## src/rtl/flash_programmer_pkg.sv

```systemverilog
// Shared types, flash command set and status-register layout for the flash programmer.
package flash_programmer_pkg;

  localparam int unsigned ADDR_W = 24;
  localparam int unsigned WORD_W = 32;
  localparam int unsigned HALF_W = 16;
  localparam int unsigned CNT_W  = 4;
  localparam int unsigned POLL_W = 16;

  typedef logic [ADDR_W-1:0] Flash_addr_t;
  typedef logic [WORD_W-1:0] Word_t;
  typedef logic [HALF_W-1:0] Half_t;
  typedef logic              Bit_t;

  localparam Flash_addr_t ADDR_ALIGN = ~ADDR_W'(1);

  localparam Half_t CMD_CLR_SR     = 16'h0050;
  localparam Half_t CMD_PROGRAM    = 16'h0040;
  localparam Half_t CMD_ERASE      = 16'h0020;
  localparam Half_t CMD_CONFIRM    = 16'h00D0;
  localparam Half_t CMD_READ_ARRAY = 16'h00FF;
  localparam Half_t CMD_READ_SR    = 16'h0070;

  localparam int unsigned SR_READY     = 7;
  localparam int unsigned SR_ERASE_ERR = 5;
  localparam int unsigned SR_PGM_ERR   = 4;
  localparam int unsigned SR_VPP_ERR   = 3;
  localparam int unsigned SR_LOCK_ERR  = 1;

  typedef enum logic [2:0] {
    B_IDLE, B_SETUP, B_WE, B_HOLD, B_RD, B_RECOV
  } bus_state_e;

  typedef enum logic [3:0] {
    S_IDLE, S_CLR, S_PGM_CMD, S_PGM_DATA, S_ERS_CMD, S_ERS_CONF,
    S_POLL, S_RESTORE, S_DONE
  } prog_state_e;

  // One flash bus transaction as handed from the sequencer to the cycle timer
  typedef struct packed {
    Flash_addr_t addr;
    Half_t       data;
    logic        is_read;
  } bus_req_t;

  function automatic bus_req_t mk_req(input Flash_addr_t addr, input Half_t data,
                                      input logic is_read);
    bus_req_t r;
    r.addr    = addr;
    r.data    = data;
    r.is_read = is_read;
    return r;
  endfunction

  function automatic logic sr_failed(input Half_t sr);
    return sr[SR_ERASE_ERR] | sr[SR_PGM_ERR] | sr[SR_VPP_ERR] | sr[SR_LOCK_ERR];
  endfunction

endpackage

```

## src/rtl/flash_bus_cycle.sv

```systemverilog
// Flash bus cycle timer: generates CE/WE/OE/data-enable strobes for one write or
// status read and pulses cycle_done_o once the bus is released.
module flash_bus_cycle
  import flash_programmer_pkg::*;
#(
  parameter int unsigned WE_CYCLES = 4,
  parameter int unsigned RD_CYCLES = 6
) (
  input  logic  clk,
  input  logic  rst,
  input  logic  start_i,
  input  logic  is_read_i,
  input  Half_t d_i,
  output logic  ce_n_o,
  output logic  oe_n_o,
  output logic  we_n_o,
  output logic  d_oe_o,
  output logic  cycle_done_o,
  output Half_t status_o
);

  localparam logic [CNT_W-1:0] WE_LAST = CNT_W'(WE_CYCLES - 1);
  localparam logic [CNT_W-1:0] RD_LAST = CNT_W'(RD_CYCLES - 1);

  bus_state_e       state_q, state_d;
  logic [CNT_W-1:0] cnt_q, cnt_d;
  logic             ce_n_q, ce_n_d;
  logic             oe_n_q, oe_n_d;
  logic             we_n_q, we_n_d;
  logic             d_oe_q, d_oe_d;
  logic             done_q, done_d;
  Half_t            status_q, status_d;

  always_ff @(posedge clk or negedge rst) begin
    if (!rst) begin
      state_q  <= B_IDLE;
      cnt_q    <= '0;
      ce_n_q   <= 1'b1;
      oe_n_q   <= 1'b1;
      we_n_q   <= 1'b1;
      d_oe_q   <= 1'b0;
      done_q   <= 1'b0;
      status_q <= '0;
    end else begin
      state_q  <= state_d;
      cnt_q    <= cnt_d;
      ce_n_q   <= ce_n_d;
      oe_n_q   <= oe_n_d;
      we_n_q   <= we_n_d;
      d_oe_q   <= d_oe_d;
      done_q   <= done_d;
      status_q <= status_d;
    end
  end

  // Strobes are decoded from the next state so each register matches its phase
  always_comb begin
    state_d  = state_q;
    cnt_d    = cnt_q;
    status_d = status_q;
    done_d   = 1'b0;
    case (state_q)
      B_IDLE: begin
        if (start_i) begin
          state_d = is_read_i ? B_RD : B_SETUP;
          cnt_d   = '0;
        end
      end
      B_SETUP: begin
        state_d = B_WE;
        cnt_d   = '0;
      end
      B_WE: begin
        if (cnt_q == WE_LAST) state_d = B_HOLD;
        else                  cnt_d   = cnt_q + CNT_W'(1);
      end
      B_HOLD: begin
        state_d = B_IDLE;
        done_d  = 1'b1;
      end
      B_RD: begin
        if (cnt_q == RD_LAST) begin
          state_d  = B_RECOV;
          status_d = d_i;
        end else begin
          cnt_d = cnt_q + CNT_W'(1);
        end
      end
      B_RECOV: begin
        state_d = B_IDLE;
        done_d  = 1'b1;
      end
      default: state_d = B_IDLE;
    endcase
    ce_n_d = !(state_d inside {B_SETUP, B_WE, B_HOLD, B_RD});
    we_n_d = (state_d != B_WE);
    oe_n_d = (state_d != B_RD);
    d_oe_d = (state_d inside {B_SETUP, B_WE, B_HOLD});
  end

  assign ce_n_o       = ce_n_q;
  assign oe_n_o       = oe_n_q;
  assign we_n_o       = we_n_q;
  assign d_oe_o       = d_oe_q;
  assign cycle_done_o = done_q;
  assign status_o     = status_q;

endmodule

```

## src/rtl/flash_programmer.sv

```systemverilog
// Intel-style x16 flash programmer: sequences 32-bit programs and block erases
// as command/data bus cycles with status polling, timeout and read-array restore.
module flash_programmer
  import flash_programmer_pkg::*;
#(
  parameter int unsigned WE_CYCLES  = 4,
  parameter int unsigned RD_CYCLES  = 6,
  parameter int unsigned POLL_LIMIT = 65535
) (
  input  logic        clk,
  input  logic        rst,
  input  Flash_addr_t bus_addr,
  input  Word_t       bus_data_write,
  input  Bit_t        write_op,
  input  Bit_t        erase_op,
  output Bit_t        busy,
  output Bit_t        done,
  output Bit_t        error,
  output Flash_addr_t flash_a,
  output logic [15:0] flash_d_o,
  input  logic [15:0] flash_d_i,
  output logic        flash_d_oe,
  output logic        flash_ce_n,
  output logic        flash_oe_n,
  output logic        flash_we_n
);

  localparam logic [POLL_W-1:0] POLL_MAX = POLL_W'(POLL_LIMIT);

  prog_state_e       state_q, state_d;
  Flash_addr_t       addr_q, addr_d;
  Word_t             data_q, data_d;
  logic              erase_q, erase_d;
  logic              half_q, half_d;
  logic              err_q, err_d;
  logic [POLL_W-1:0] poll_q, poll_d;
  bus_req_t          req_q, req_d;
  logic              start_q, start_d;
  logic              busy_q, busy_d;
  logic              done_q, done_d;

  logic              bus_done;
  Half_t             bus_status;
  Flash_addr_t       cur_addr_c;
  Half_t             cur_half_c;
  logic [POLL_W-1:0] poll_next_c;

  flash_bus_cycle #(
    .WE_CYCLES(WE_CYCLES),
    .RD_CYCLES(RD_CYCLES)
  ) u_bus (
    .clk         (clk),
    .rst         (rst),
    .start_i     (start_q),
    .is_read_i   (req_q.is_read),
    .d_i         (flash_d_i),
    .ce_n_o      (flash_ce_n),
    .oe_n_o      (flash_oe_n),
    .we_n_o      (flash_we_n),
    .d_oe_o      (flash_d_oe),
    .cycle_done_o(bus_done),
    .status_o    (bus_status)
  );

  // Second halfword lives at addr+2, wrapping silently at the top of the array
  assign cur_addr_c  = half_q ? addr_q + ADDR_W'(2) : addr_q;
  assign cur_half_c  = half_q ? data_q[31:16] : data_q[15:0];
  assign poll_next_c = poll_q + POLL_W'(1);

  always_ff @(posedge clk or negedge rst) begin
    if (!rst) begin
      state_q <= S_IDLE;
      addr_q  <= '0;
      data_q  <= '0;
      erase_q <= 1'b0;
      half_q  <= 1'b0;
      err_q   <= 1'b0;
      poll_q  <= '0;
      req_q   <= '0;
      start_q <= 1'b0;
      busy_q  <= 1'b0;
      done_q  <= 1'b0;
    end else begin
      state_q <= state_d;
      addr_q  <= addr_d;
      data_q  <= data_d;
      erase_q <= erase_d;
      half_q  <= half_d;
      err_q   <= err_d;
      poll_q  <= poll_d;
      req_q   <= req_d;
      start_q <= start_d;
      busy_q  <= busy_d;
      done_q  <= done_d;
    end
  end

  // Sequencer: each bus-owning state launches its cycle on entry and advances on bus_done
  always_comb begin
    state_d = state_q;
    addr_d  = addr_q;
    data_d  = data_q;
    erase_d = erase_q;
    half_d  = half_q;
    err_d   = err_q;
    poll_d  = poll_q;
    req_d   = req_q;
    start_d = 1'b0;
    case (state_q)
      S_IDLE: begin
        if (write_op || erase_op) begin
          addr_d  = bus_addr & ADDR_ALIGN;
          data_d  = bus_data_write;
          erase_d = ~write_op;
          half_d  = 1'b0;
          err_d   = 1'b0;
          state_d = S_CLR;
          start_d = 1'b1;
          req_d   = mk_req(bus_addr & ADDR_ALIGN, CMD_CLR_SR, 1'b0);
        end
      end
      S_CLR: begin
        if (bus_done) begin
          start_d = 1'b1;
          if (erase_q) begin
            state_d = S_ERS_CMD;
            req_d   = mk_req(addr_q, CMD_ERASE, 1'b0);
          end else begin
            state_d = S_PGM_CMD;
            req_d   = mk_req(cur_addr_c, CMD_PROGRAM, 1'b0);
          end
        end
      end
      S_PGM_CMD: begin
        if (bus_done) begin
          state_d = S_PGM_DATA;
          start_d = 1'b1;
          req_d   = mk_req(cur_addr_c, cur_half_c, 1'b0);
        end
      end
      S_ERS_CMD: begin
        if (bus_done) begin
          state_d = S_ERS_CONF;
          start_d = 1'b1;
          req_d   = mk_req(addr_q, CMD_CONFIRM, 1'b0);
        end
      end
      S_PGM_DATA, S_ERS_CONF: begin
        if (bus_done) begin
          state_d = S_POLL;
          start_d = 1'b1;
          poll_d  = '0;
          req_d   = mk_req(cur_addr_c, req_q.data, 1'b1);
        end
      end
      S_POLL: begin
        if (bus_done) begin
          poll_d  = poll_next_c;
          start_d = 1'b1;
          if (bus_status[SR_READY]) begin
            if (sr_failed(bus_status)) begin
              err_d   = 1'b1;
              state_d = S_RESTORE;
              req_d   = mk_req(addr_q, CMD_READ_ARRAY, 1'b0);
            end else if (!erase_q && !half_q) begin
              half_d  = 1'b1;
              state_d = S_PGM_CMD;
              req_d   = mk_req(addr_q + ADDR_W'(2), CMD_PROGRAM, 1'b0);
            end else begin
              state_d = S_RESTORE;
              req_d   = mk_req(addr_q, CMD_READ_ARRAY, 1'b0);
            end
          end else if (poll_next_c >= POLL_MAX) begin
            err_d   = 1'b1;
            state_d = S_RESTORE;
            req_d   = mk_req(addr_q, CMD_READ_ARRAY, 1'b0);
          end else begin
            req_d = mk_req(cur_addr_c, req_q.data, 1'b1);
          end
        end
      end
      S_RESTORE: begin
        if (bus_done) state_d = S_DONE;
      end
      S_DONE:  state_d = S_IDLE;
      default: state_d = S_IDLE;
    endcase
    busy_d = (state_d != S_IDLE) && (state_d != S_DONE);
    done_d = (state_d == S_DONE);
  end

  assign busy      = busy_q;
  assign done      = done_q;
  assign error     = err_q;
  assign flash_a   = req_q.addr;
  assign flash_d_o = req_q.data;

endmodule

```

## config.mk

```make
export PLATFORM = sky130hd
export DESIGN_NAME = flash_programmer
export DESIGN_NICKNAME = d
export VERILOG_FILES = /design/src/rtl/flash_programmer_pkg.sv /design/src/rtl/flash_bus_cycle.sv /design/src/rtl/flash_programmer.sv
export SDC_FILE = /design/constraint.sdc
export NUM_CORES = 1
export LEC_CHECK = 0
export BUFFER_PORTS_ARGS = -buffer_cell sky130_fd_sc_hd__buf_2
export CAP_MARGIN = 40
export CORE_ASPECT_RATIO = 0.5
export CORE_MARGIN = 2
export CORE_UTILIZATION = 50
export CTS_BUF_LIST = sky130_fd_sc_hd__clkbuf_8 sky130_fd_sc_hd__clkbuf_16
export DETAILED_ROUTE_END_ITERATION = 10
export PLACE_DENSITY = 0.71
export SYNTH_ARGS = -nofsm -noshare
export SYNTH_HDL_FRONTEND = slang
export SYNTH_SLANG_ARGS = --single-unit
```

## constraint.sdc

```tcl
create_clock -name clk -period 7 [get_ports clk]
set_clock_uncertainty 0.1 [all_clocks]
set_input_delay 0.7 -clock clk [delete_from_list [all_inputs] [get_ports clk]]
set_output_delay 0.7 -clock clk [all_outputs]
set_load 0.01 [all_outputs]
```

# ---- Yosys cells after proc, flatten, opt, wreduce, memory -nomap -nowiden
# Cells that the tools add are included.
dict set report totals {
  ff_bits 142
  latchBits 0
  ram_bits 0
  romBits 0
  inputBits 76
  out_inout_bits 47
  word_cells 147
  mem_count 0
}
dict set report op_classes {
  n_addsub 3
  n_mul 0
  div 0
  n_lt_le_gt_ge 1
  eq_ne 36
  shifts 0
  n_mux 54
  bitwise 5
  n_reduce_logical 27
}
# cell count
set ops {}
lappend ops {{41-bit 2-to-1 mux} 11}
lappend ops {{41-bit case mux with 6 select lines} 1}
lappend ops {{16-bit 2-to-1 mux} 3}
lappend ops {{4-bit 2-to-1 mux} 12}
lappend ops {{16-bit case mux with 2 select lines} 1}
lappend ops {{4-bit case mux with 7 select lines} 1}
lappend ops {{24-bit by 2-bit adder with 24-bit output (second input constant)} 1}
lappend ops {{24-bit 2-to-1 mux} 1}
lappend ops {{3-bit 2-to-1 mux} 7}
lappend ops {{4-bit by 3-bit equality test with 1-bit output (second input constant)} 5}
lappend ops {{16-bit by 1-bit adder with 16-bit output (second input constant)} 1}
lappend ops {{16-bit >= comparator (second input constant)} 1}
lappend ops {{4-bit case mux with 4 select lines} 1}
lappend ops {{3-bit by 2-bit equality test with 1-bit output (second input constant)} 4}
lappend ops {{4-bit by 2-bit equality test with 1-bit output (second input constant)} 3}
lappend ops {{1-bit 2-to-1 mux} 12}
lappend ops {{2-bit by 1-bit != test with 1-bit output (second input constant)} 6}
lappend ops {{2-bit != test (second input constant)} 6}
lappend ops {{3-bit case mux with 4 select lines} 1}
lappend ops {{4-bit nonzero test} 3}
lappend ops {{3-bit equality test (second input constant)} 3}
lappend ops {{8-bit AND reduction} 1}
lappend ops {{7-bit AND reduction} 1}
lappend ops {{3-bit by 1-bit equality test with 1-bit output (second input constant)} 2}
lappend ops {{25 further kinds} 38}

# ---- Longest topological paths before layout
dict set report logic_depth {
  word_depth 9
  mapped_depth 12
  mapped_depth_nobuf 10
}

# ---- Cells and area by module
# From an unflattened synthesis, not the netlist that was laid out.
dict set report hier_totals {
  hier_cells 913
  area_unflattened_um2 8632.0
}
# module n_inst cells_each area_each_um2 seq_area_each_um2
set by_module_without_submodules {}
lappend by_module_without_submodules {flash_programmer 1 817 7364.6 3027.9}
lappend by_module_without_submodules {flash_bus_cycle 1 96 1267.5 704.4}

# ---- Worst setup path after synthesis
# OpenSTA, ideal clock, no wires.
dict set report synth_path {
  kind {flip-flop to flip-flop}
  from {register poll_q[0]}
  to {register req_q (netlist bit flash_a[1])}
  setup_time_ps 69
  arrival_ps 2440
  t_required_ps 6831
  setup_slack_ps 4391
  stages_incl_launch_ff 10
  n_path_buf 0
  synth_period_minus_slack_ps 2609
  cell_sequence {dfrtp_1 ha_1 nand4_1 nor4_1 xnor2_1 nor3_2 a31oi_2 nor2_4 or4b_1 nand3_1}
}
dict set report synth_between {
  elab_chain_cells 6
}
# element line
set synth_lines {}
lappend synth_lines {{start: declaration} flash_programmer.sv:36} ;# logic [POLL_W-1:0] poll_q, poll_d;
lappend synth_lines {{start signal: assignment} flash_programmer.sv:90} ;# poll_q <= poll_d;
lappend synth_lines {{16-bit by 1-bit adder with 16-bit output} flash_programmer.sv:68} ;# assign poll_next_c = poll_q + POLL_W'(1);
lappend synth_lines {{16-bit >= comparator} flash_programmer.sv:173} ;# end else if (poll_next_c >= POLL_MAX) begin
lappend synth_lines {{41-bit 2-to-1 mux} flash_programmer.sv:173}
lappend synth_lines {{41-bit 2-to-1 mux} flash_programmer.sv:160} ;# if (bus_status[SR_READY]) begin
lappend synth_lines {{41-bit 2-to-1 mux} flash_programmer.sv:157} ;# if (bus_done) begin
lappend synth_lines {{41-bit case mux with 6 select lines} flash_programmer.sv:109} ;# case (state_q)
lappend synth_lines {{end signal: assignment} flash_programmer.sv:91} ;# req_q <= req_d;
lappend synth_lines {{end: declaration} flash_programmer.sv:37} ;# bus_req_t req_q, req_d;
# No other way between the ends. The select of a mux whose other input is x is not followed.
# A chain may end at the register's enable or synchronous reset.

# ---- Final worst setup path
dict set report layout_path {
  from {register poll_q[0]}
  to {register req_q (netlist bit flash_d_o[14])}
}
dict set report layout_between {
  elab_chain_cells 4
}
# element line
set layout_lines {}
lappend layout_lines {{16-bit by 1-bit adder with 16-bit output} flash_programmer.sv:68}
lappend layout_lines {{16-bit >= comparator} flash_programmer.sv:173}
lappend layout_lines {{3-bit by 2-bit != test with 1-bit output (no line)} n/a}
lappend layout_lines {{8-bit AND reduction (no line)} n/a}
# No other way between the ends.

==> metrics.txt <==
final cell count without fillers=1272; cts hold-fix bufs=0; Post-synth top flop=dfrtp_1; most common cell in the netlist=nand2_1; total grt overflow=0; gr usage total=0.275; WP data required=7.18 ns; critical path class=reg2reg; # fillers=1386; CP endpoint kind=register; port bufs=109; cell chain of the critical path=ha_1 > nand4_1 > nor4_1 > xnor2_1 > nor3_2 > a31oi_2 > a21o_1 > buf_16 > o31ai_2; element type at the critical path start=register; clock sinks=138; WHS=0.240 ns; placed instance count=1240; layout cells sized above 1=0.197; drt drc=0; clk buf depth=2; Num CTS Buffers=17; routed vias=7666; M1 WL=10.1 mm; DR WL/cell=17.7 um; fmax=0.305 GHz; Gate Count Post-Synth=973; Final min period=3.28 ns; switching power=0.000364 W; Synth top area share=0.416; VDD IR max=0.156 mV; Seq cells post-synth=138; die area=0.0174 mm2; clk slew on worst S/H paths=0.06 ns; TNS Setup=0 ns; logic gate share of total power=0.022; final net count=1119; Die Ht=94.2 um; Root Buffer=clkbuf_16; Pint=0.00131 W; status=completed; Static Leak=4.24 nW; vias in the first global route=7344; top post-synthesis cells by area=dfrtp_1 (42%), nand2_1 (11%), o21ai_0 (4.3%); Synth async-reset ratio=1.00; Worst Path Arrival=3.46 ns; power share of the sequential group=0.477; post-CTS sizing=0; slowest stage delay, CP=0.73 ns; Avg Cell Area, Syn=8.36 um2; drt total wl=22.5 mm; postcts setup bufs=0; Final period util=0.469; Post-synth EDFFs=0; post-route antenna net violation count=0; RD Place Congestion=0.912; Syn Nets=1054; DR iter-0 viols=677; Slew headroom=0.374; number of max-cap violations=0; largest net degree at the start of global routing=92; highest metal layer with signal wires=met4; Core Box Area=0.0157 mm2; register area share after synthesis=0.425; drt pass-1 iters=8; DR WL met3=2.02 mm; Synth cell types=90; H-tree depth=4; Setup Viol. Count Final=0; P&R area growth vs syn=14.0%; area of all placed cells without fillers=0.00927 mm2; WL met2=10.0 mm; Initial Utilization=0.519; Synth Warn #=0; Crit-path slowest cell=a31oi_2; clock latency on the worst-skew pair=0.43 ns; Syn Std Cell Area=0.00813 mm2; RSZ-0062 raised after global routing=no; Least-Margin Pin Slew=0.931 ns; # rows=32; post-DR vias/cell=6.03; PD cells=180 mW/mm2; dpl cell area=0.00873 mm2; largest area contributor in the netlist=dfrtp_1; Hold Crit Class=in2async; Die Width=184 um; io pins=123; DP HPWL=14.9 mm; Switching Share=0.218; CTS tree=yes; top post-synthesis cells by count=nand2_1 (249), dfrtp_1 (135), o21ai_0 (70); first-pass GRT wire length=37.0 mm; Critical Path Fanout Max=18; Fin. Hold Viols=0; Pwr Total=0.00167 W; final max-slew violation count=0; antenna violations before repair=1; clock share of power=0.500
## final timing paths
| check | startpoint | endpoint | slack (ns) | cells after the start |
|---|---|---|---|---|
| min reg2reg | data_q[5]$_DFFE_PN0P_ | data_q[5]$_DFFE_PN0P_ | 0.37 | 2 |
| min | rst | data_q[3]$_DFFE_PN0P_ | 0.24 | 1 |
| max reg2reg | poll_q[0]$_DFFE_PN0P_ | flash_d_o[14]$_DFFE_PN0P_ | 3.72 | 9 |
| max in group asynchronous | rst | u_bus.cnt_q[2]$_DFFE_PN0P_ | 5.39 | 2 |
| min in group clk | bus_data_write[30] | data_q[30]$_DFFE_PN0P_ | 0.36 | 3 |
| max | poll_q[0]$_DFFE_PN0P_ | flash_d_o[14]$_DFFE_PN0P_ | 3.72 | 9 |
## cell type report
class / count / area [um2] / area share
clock inverter: 12 / 86.3 / 0.00931
tap: 221 / 277 / 0.0298
multi-input combinational: 748 / 4280 / 0.462
antenna: 1 / 2.50 / 0.000270
sequential: 138 / 3460 / 0.373
timing repair buffer: 122 / 669 / 0.0722
clock buffer: 19 / 453 / 0.0489
inverter: 11 / 41.3 / 0.00445
## layer usage
layer / up-vias / track usage
met2: 325 / 0.427
met3: 39 / 0.0767
met1: 3723 / 0.369
met5: - / 0
met4: 0 / 0.101
li1: 3579 / -
## flip-flops by register name, summed over array words and instances (netlist names), 3 cells and up
register        flops
addr_q             23
data_q             32
flash_a            23
flash_d_o          16
poll_q             16
state_q             4
u_bus.cnt_q         4
u_bus.state_q       3
u_bus.status_o      5
## kinds of logic after synthesis
logic type	Yosys count	share of synthesized area
buffers and inverters	87	0.0514
AND/OR/NAND/NOR	465	0.267
flip-flops	138	0.425
AO/OA/AOI/OAI	230	0.192
XOR/XNOR	17	0.0183
adder cells (fa/ha/maj)	5	0.00769
other	1	0.000461
multiplexers	30	0.0380
## power groups by stage
| stage | clock network, W | registers (W) | logic [W] |
|---|---|---|---|
| 6_report | 0.000836 | 0.000798 | 0.0000376 |
| 5_1_grt | 0.000878 | 0.000798 | 0.0000429 |
| 4_1_cts | 0.000847 | 0.000798 | 0.0000387 |
| 3_5_place_dp | 0 | 0.000812 | 0.0000385 |
| 3_3_place_gp | 0 | 0.000812 | 0.0000380 |
| 2_1_floorplan | 0 | 0.000813 | 0.00000167 |
## critical path, delay by kind of cell (launching register included)
family	cells	cell delay, ns
simple gates	3	0.72
xor+xnor	1	0.23
fa+ha+maj	1	0.32
buf+inv	1	0.19
flops	1	0.45
compound gates	3	1.12
## cells in the final DEF, fill, tap and decap left out, types with 6 or more instances in the layout
master,Yosys,final
nand2_1,249,249
dfrtp_1,135,135
buf_2,2,108
o21ai_0,70,70
nor2_1,50,50
a21oi_1,33,33
nand3_1,31,31
mux2i_1,23,23
nor3_1,23,21
or3_1,18,18
nand4_1,17,17
clkbuf_16,0,17
inv_1,10,14
a31oi_1,14,14
o21ai_1,13,12
buf_4,3,12
nor4_1,11,11
nand2_2,10,10
o31ai_1,10,10
o211ai_1,9,9
o31ai_2,9,9
xnor2_1,9,9
and3_1,9,9
xor2_1,8,8
nand2b_1,7,7
mux2_2,7,7
a21o_1,6,6
and4_1,6,6
nor3_2,4,6
## per-stage QoR
stage,utilization,setup WS (ns)
6_report,0.592,3.72
4_1_cts,0.592,3.75
2_1_floorplan,-,4.39
3_5_place_dp,0.558,3.80
5_1_grt,0.592,3.42
3_3_place_gp,0.555,3.38
No activity file was read; power rests on OpenSTA's default activity.
